File: config.mk
export PLATFORM = sky130hd
export DESIGN_NAME = pipe_stage_reg
export DESIGN_NICKNAME = d
export VERILOG_FILES = /design/src/rtl/pipe_pkg.sv /design/src/rtl/pipe_skid_buf.sv /design/src/rtl/pipe_stage_reg.sv
export SDC_FILE = /design/constraint.sdc
export NUM_CORES = 1
export LEC_CHECK = 0
export BUFFER_PORTS_ARGS = -buffer_cell sky130_fd_sc_hd__buf_2
export CORE_ASPECT_RATIO = 0.75
export CORE_MARGIN = 3
export CORE_UTILIZATION = 35
export CTS_BUF_LIST = sky130_fd_sc_hd__clkbuf_8
export CTS_CLUSTER_SIZE = 40
export DETAILED_ROUTE_END_ITERATION = 16
export SYNTH_ARGS = -nofsm -noshare
export SYNTH_HDL_FRONTEND = slang
export SYNTH_SLANG_ARGS = --single-unit
File: constraint.sdc
create_clock -name clk -period 1.4 [get_ports clk]
set_input_delay 0.28 -clock clk [delete_from_list [all_inputs] [get_ports clk]]
set_output_delay 0.28 -clock clk [all_outputs]
set_load 0.05 [all_outputs]
File: src/rtl/pipe_pkg.sv
// ============================================================================
// pipe_pkg : shared types and constants for the RV core pipeline registers
// Rev 1.0  : initial release
// ============================================================================
`default_nettype none

package pipe_pkg;

  localparam logic [1:0] OCC_EMPTY = 2'd0;
  localparam logic [1:0] OCC_ONE   = 2'd1;
  localparam logic [1:0] OCC_FULL  = 2'd2;

  // Stage payloads carried across the IF/ID, ID/EX, EX/MEM and MEM/WB boundaries.
  typedef struct packed {
    logic [31:0] pc;
    logic [31:0] instr;
  } if_reg_d;

  typedef struct packed {
    logic [31:0] pc;
    logic [31:0] rs1_val;
    logic [31:0] rs2_val;
    logic [31:0] imm;
    logic [4:0]  rd;
    logic [3:0]  alu_op;
  } id_reg_d;

  typedef struct packed {
    logic [31:0] alu_res;
    logic [31:0] store_val;
    logic [4:0]  rd;
    logic        mem_rd;
    logic        mem_wr;
  } ex_reg_d;

  typedef struct packed {
    logic [31:0] wb_val;
    logic [4:0]  rd;
    logic        wb_en;
  } mem_reg_d;

  function automatic logic [1:0] occ_count(input logic main_v, input logic skid_v);
    if (main_v && skid_v) return OCC_FULL;
    if (main_v || skid_v) return OCC_ONE;
    return OCC_EMPTY;
  endfunction

endpackage

`default_nettype wire

File: src/rtl/pipe_skid_buf.sv
// ============================================================================
// pipe_skid_buf : one skid slot plus registered in_ready for pipe_stage_reg
// Rev 1.0       : initial release
// ============================================================================
`default_nettype none

module pipe_skid_buf
  import pipe_pkg::*;
#(
  parameter int WIDTH = 64
) (
  input  logic             clk,
  input  logic             reset,
  input  logic             flush,
  input  logic             load,
  input  logic             drain,
  input  logic [WIDTH-1:0] in_data,
  output logic             skid_valid,
  output logic [WIDTH-1:0] skid_data,
  output logic             in_ready
);

  logic             r_valid;
  logic             r_ready;
  logic [WIDTH-1:0] r_data;

  // r_ready mirrors !r_valid but is its own flop so upstream sees no logic depth.
  always_ff @(posedge clk) begin
    if (reset) begin
      r_valid <= 1'b0;
      r_ready <= 1'b1;
    end else if (flush) begin
      r_valid <= 1'b0;
      r_ready <= 1'b1;
    end else if (load) begin
      r_valid <= 1'b1;
      r_ready <= 1'b0;
    end else if (drain) begin
      r_valid <= 1'b0;
      r_ready <= 1'b1;
    end
  end

  always_ff @(posedge clk) begin
    if (!reset && !flush && load) r_data <= in_data;
  end

  assign skid_valid = r_valid;
  assign skid_data  = r_data;
  assign in_ready   = r_ready;

endmodule

`default_nettype wire

File: src/rtl/pipe_stage_reg.sv
// ============================================================================
// pipe_stage_reg : generic valid/ready pipeline stage register with flush;
//                  optional skid slot enabled by macro PIPE_SKID_EN
// Rev 1.0        : initial release
// ============================================================================
`default_nettype none

module pipe_stage_reg
  import pipe_pkg::*;
#(
  parameter int               WIDTH   = 64,
  parameter logic [WIDTH-1:0] RST_VAL = '0
) (
  input  logic             clk,
  input  logic             reset,
  input  logic             flush,
  input  logic             in_valid,
  output logic             in_ready,
  input  logic [WIDTH-1:0] in_data,
  output logic             out_valid,
  input  logic             out_ready,
  output logic [WIDTH-1:0] out_data,
  output logic [1:0]       occupancy
);

  typedef struct packed {
    logic             valid;
    logic [WIDTH-1:0] data;
  } pipe_slot_t;

  pipe_slot_t       r_main;
  logic             w_main_free;
  logic             w_accept;
  logic             w_skid_valid;
  logic             w_skid_drain;
  logic [WIDTH-1:0] w_skid_data;

  // Main slot can take a new entry at this edge if empty or being consumed.
  assign w_main_free  = !r_main.valid | out_ready;
  assign w_accept     = in_valid & in_ready;
  assign w_skid_drain = w_skid_valid & w_main_free;

`ifdef PIPE_SKID_EN
  logic w_skid_load;
  assign w_skid_load = w_accept & !w_main_free;

  pipe_skid_buf #(
    .WIDTH(WIDTH)
  ) u_skid (
    .clk       (clk),
    .reset     (reset),
    .flush     (flush),
    .load      (w_skid_load),
    .drain     (w_skid_drain),
    .in_data   (in_data),
    .skid_valid(w_skid_valid),
    .skid_data (w_skid_data),
    .in_ready  (in_ready)
  );
`else
  assign w_skid_valid = 1'b0;
  assign w_skid_data  = '0;
  assign in_ready     = w_main_free;
`endif

  // Skid entry wins over a fresh accept so ordering is kept (in_ready is low then anyway).
  always_ff @(posedge clk) begin
    if (reset) begin
      r_main.valid <= 1'b0;
      r_main.data  <= RST_VAL;
    end else if (flush) begin
      r_main.valid <= 1'b0;
    end else if (w_skid_drain) begin
      r_main.valid <= 1'b1;
      r_main.data  <= w_skid_data;
    end else if (w_accept && w_main_free) begin
      r_main.valid <= 1'b1;
      r_main.data  <= in_data;
    end else if (out_ready) begin
      r_main.valid <= 1'b0;
    end
  end

  assign out_valid = r_main.valid;
  assign out_data  = r_main.data;
  assign occupancy = occ_count(r_main.valid, w_skid_valid);

endmodule

`default_nettype wire

Yosys cells after proc, flatten, opt, wreduce, memory -nomap -nowiden:

Cells that the tools add are included.

* $add $sub $neg: 0
* multipliers: 0
* div/mod/pow operators: 0
* order comparisons: 0
* equality and inequality tests: 0
* shifts and indexed selects: 0
* mux-type cells: 5
* bitwise operators: 3
* reduce and logical (&&, ||, !) cells: 5

Operators with widths (number)
* 2-to-1 mux 2 bit: 2
* 2-to-1 mux 1 bit: 3
* AND reduction 2 bit: 1
* nonzero test 2 bit: 1
* OR reduction 2 bit: 1
* bitwise AND 1 bit: 1
* logical AND 1 bit: 1
* zero test 1 bit: 1
* NOT 1 bit: 1
* OR 1 bit: 1

* bits in registers: 65
* bits in latches: 0
* memory bits (writable): 0
* memory bits (read-only): 0
* bits of input ports: 69
* memories kept: 0

Longest topological paths before layout:

* word-level depth: 5
* gate-level depth with buffers: 5
* depth with buffers taken out: 3

Worst setup path before layout:

No wires, ideal clock.

* path type: register -> register
* start: reg r_main, in the netlist out_valid
* end: reg r_main, in the netlist out_data[0]
* setup time: 0.118 ns
* arrival time: 1.351 ns
* setup slack: -0.070 ns
* cell stages (with the launch flop): 6
* buffers on the path: 2
* clock period less this slack: 1.470 ns
* path through: dfxtp_1 > nor2b_4 > nor3b_2 > buf_6 > buf_12 > mux2i_1

* word-level cells in the longest chain between the ends: 5

RTL lines
* from (decl): line pipe_stage_reg.sv:31 `pipe_slot_t r_main;`
* zero test 1 bit (*): line pipe_stage_reg.sv:39 `assign w_main_free = !r_main.valid | out_ready;`
* OR 1 bit (*): line pipe_stage_reg.sv:39
* bitwise AND 1 bit: line pipe_stage_reg.sv:40 `assign w_accept = in_valid & in_ready;`
* logical AND 1 bit (*): line pipe_stage_reg.sv:76 `end else if (w_accept && w_main_free) begin`
* AND reduction 2 bit (no line) (*)

Mark *: on every way between the ends. The rest lies on a longest branch, timed or not.
A chain may end at the register's enable or synchronous reset.

Worst setup path after layout:

* start: reg r_main, in the netlist out_valid
* end: out in_ready

* word-level cells in the longest chain between the ends: 2

RTL lines
* zero test 1 bit: line pipe_stage_reg.sv:39
* OR 1 bit: line pipe_stage_reg.sv:39
* to (decl): line pipe_stage_reg.sv:18 `output logic in_ready,`

Every way passes these cells.

==> results.toml <==
[clocking]
cts_buffer_depth = 2
clock-sinks = 65
cts_root_buf = "clkbuf_8"
h-tree-depth = 3
clk_latency_ns = 0.34
cts_buffers = 9
clkTransAtPathRegs_ns = 0.07
cts_tree = "done"

[logic_synthesis]
synth_seq_cells = 65
yosys.cell_types.count = 14
yosys_warnings = 0
avgSynthCellArea_um2 = 10.4
synth-xor-area-share_pct = 0
synth_area_um2 = 2990
syn_inst = 286
synth-compound-area-share_pct = 0
ys_seq_area_share_pct = 43.6
synth_top_family_by_area = "simple AND/OR/NAND/NOR gates"
yosys.area_share.adder_pct = 0
synth.area.mux_share_pct = 21.5
synth.net_count = 355
synth_simple_gate_area_share_pct = 28.0

[routing]
drtAntennaViolNets = 0
drt_iter0_markers = 84
wl_per_cell_um = 12.6
viasPerCell = 4.27
first_pass_iters = 4
drt-total-wl_um = 6690
drc = 0
routed-via-count = 2261

[final_layout]
fin_nets = 488
area_growth_pct = 31.9
multi_input_area_um2 = 1490
layout_commonest_cell = "buf_2"
layout_common_cells = "buf_2 (134), nand2b_1 (128), mux2i_1 (64), dfxtp_1 (64), clkbuf_8 (10)"
n_fill_cell = 782
drive_above_1_share_pct = 38.0
regArea_um2 = 1300
diodes = 0

[floorplanning]
dieArea_um2 = 9690
die_h_um = 86.0
initial_core_util_pct = 36.9
core-area_um2 = 8090
boundaryPins = 137
die_width_um = 113
num_rows = 28

[placed_design]
pre_cts_slack_ns = 0.0542
dpl.hpwl_um = 4580
io_buffers = 135
place.gp.congestion = 0.725

[timing]
rsz0062_at_grt = "false"
setup_slack_ns = 0.0713
finalClockSkew_ns = 0.00448
setup-violations-final = 0
post-route-period-util_pct = 94.9
min_period_ns = 1.33
setup_tns_ns = 0
max_freq_mhz = 753
timing.final.hold_violations = 0
drv_slew = 0

[grt]
grt_pass1_vias = 2243
grt_pass1_wl_um = 10500
grtUsageTotal_pct = 13.6
overflow = 0
grt_max_degree = 68
antenna_found_initial = 0

[worst_setup_path]
reg2regPathDepth = 5
r2r-start = "out_valid"
crit_type = "reg2out"
cp_slowest_cell = "dfxtp_2"
cp-start-kind = "flop"
path_cells = "nor2b_4, inv_1, buf_6"
crit_arrival_ns = 1.05
ff2ff_setup_slack_ns = 0.07
max_stage_delay_ns = 0.33
worst-path-max-fanout = 3
end_kind = "output pin"
crit_required_ns = 1.12
regToRegEndpoint = "out_data[13]"

[pwr]
power.share.switching_pct = 29.6
share_comb_of_total_power_pct = 20.3
ir_worst_vdd_mv = 0.624
power.leakage_nw = 1.83
pwr-share-seq_pct = 45.0
internal-power_mw = 3.12
powerDensity_nw_per_um2 = 1120
p_sw_mw = 1.31
total_power_mw = 4.43
clock_power_share_pct = 34.7

[worst_hold_path]
hold_path.class = "in2reg"
holdCritStartpoint = "flush"
holdPathStages = 2
holdPathEnd = "out_valid"

[outcome]
outcome = "complete, no violations"

[flow_run]
drv_cap = 0
-- worst max path at each step --
stage | start | endpoint | slack [ns] | cells after the start
finish | out_valid | in_ready | 0.07 | 3
global route | out_valid | in_ready | 0.001 | 3
CTS | out_valid | out_data[37] | 0.01 | 4
detailed placement | out_valid | out_data[53] | 0.05 | 4
global placement | out_ready | out_data[21] | 0.12 | 5
floorplan | out_valid | out_data[0] | 0.09 | 5
-- power groups by stage --
stage / clock [mW] / sequential (mW) / combinational, mW
global route: 1.69 / 2.00 / 0.960
finish: 1.54 / 1.99 / 0.899
global placement: 0 / 2.03 / 0.877
detailed placement: 0 / 2.03 / 0.887
CTS: 1.62 / 1.99 / 0.889
floorplan: 0 / 2.37 / 0.330
-- cell usage after synthesis --
cell	instances	area [um^2]
conb_1	1	3.75
nor2b_4	1	13.8
buf_2	1	5.00
buf_4	2	15.0
dfxtp_1	65	1300
inv_1	1	3.75
clkbuf_1	13	48.8
mux2i_1	64	641
nor3b_2	1	12.5
buf_12	6	120
nor3_1	1	5.00
nand2b_1	128	801
nor2_1	1	3.75
buf_6	1	11.3
-- timing repair --
| action | 4_1_cts | 5_1_grt |
|---|---|---|
| cloned | 0 | 1 |
| setup buffers | 0 | 4 |
| gates resized for setup | 2 | 0 |
| pin swaps | 0 | 1 |
| hold buffers | 0 | 0 |
| endpoints found under the setup margin | 1 | 28 |
-- critical path, delay by kind of cell (launching register included) --
family                 cells  cell delay, ns
buffers and inverters      2            0.22
and+or+nand+nor            1            0.18
DFF                        1            0.33
-- cell type report --
| type | instances | area share [%] |
|---|---|---|
| clock buffer | 10 | 3.50 |
| clock inverter | 6 | 1.30 |
| inverter | 1 | 0.0953 |
| multi-input combinational | 197 | 37.8 |
| sequential | 65 | 33.1 |
| tap | 105 | 3.34 |
| timing repair buffer | 145 | 20.9 |
-- registers in the layout (all words and copies together), names as in the netlist --
register / count
out_data: 64
out_valid: 1
-- metal layers --
metal / share of wire (%) / track usage [%] / vias to the layer above
met1: 45 / 16.1 / 995
met2: 43 / 20.3 / 80
met5: 0 / 0 / -
met4: 1.4 / 5.57 / 0
met3: 10 / 7.48 / 9
li1: - / - / 1177
-- kinds of logic after synthesis --
logic type             count (synthesis)
flip-flops                            65
AND/OR/NAND/NOR                      132
multiplexers                          64
buffers and inverters                 24
other                                  1
-- stage by stage --
step / util [%] / area [um^2] / hold slack, ns / cells
after floorplan: - / 2990 / 0.352 / 286
after CTS: 48.0 / 3880 / 0.116 / 524
after detailed placement: 45.6 / 3690 / 0.458 / 508
final: 48.7 / 3940 / 0.146 / 529
after global routing: 48.7 / 3940 / 0.131 / 529
after global placement: 45.6 / 3690 / 0.454 / 508
(Power assumes the default switching activity.)
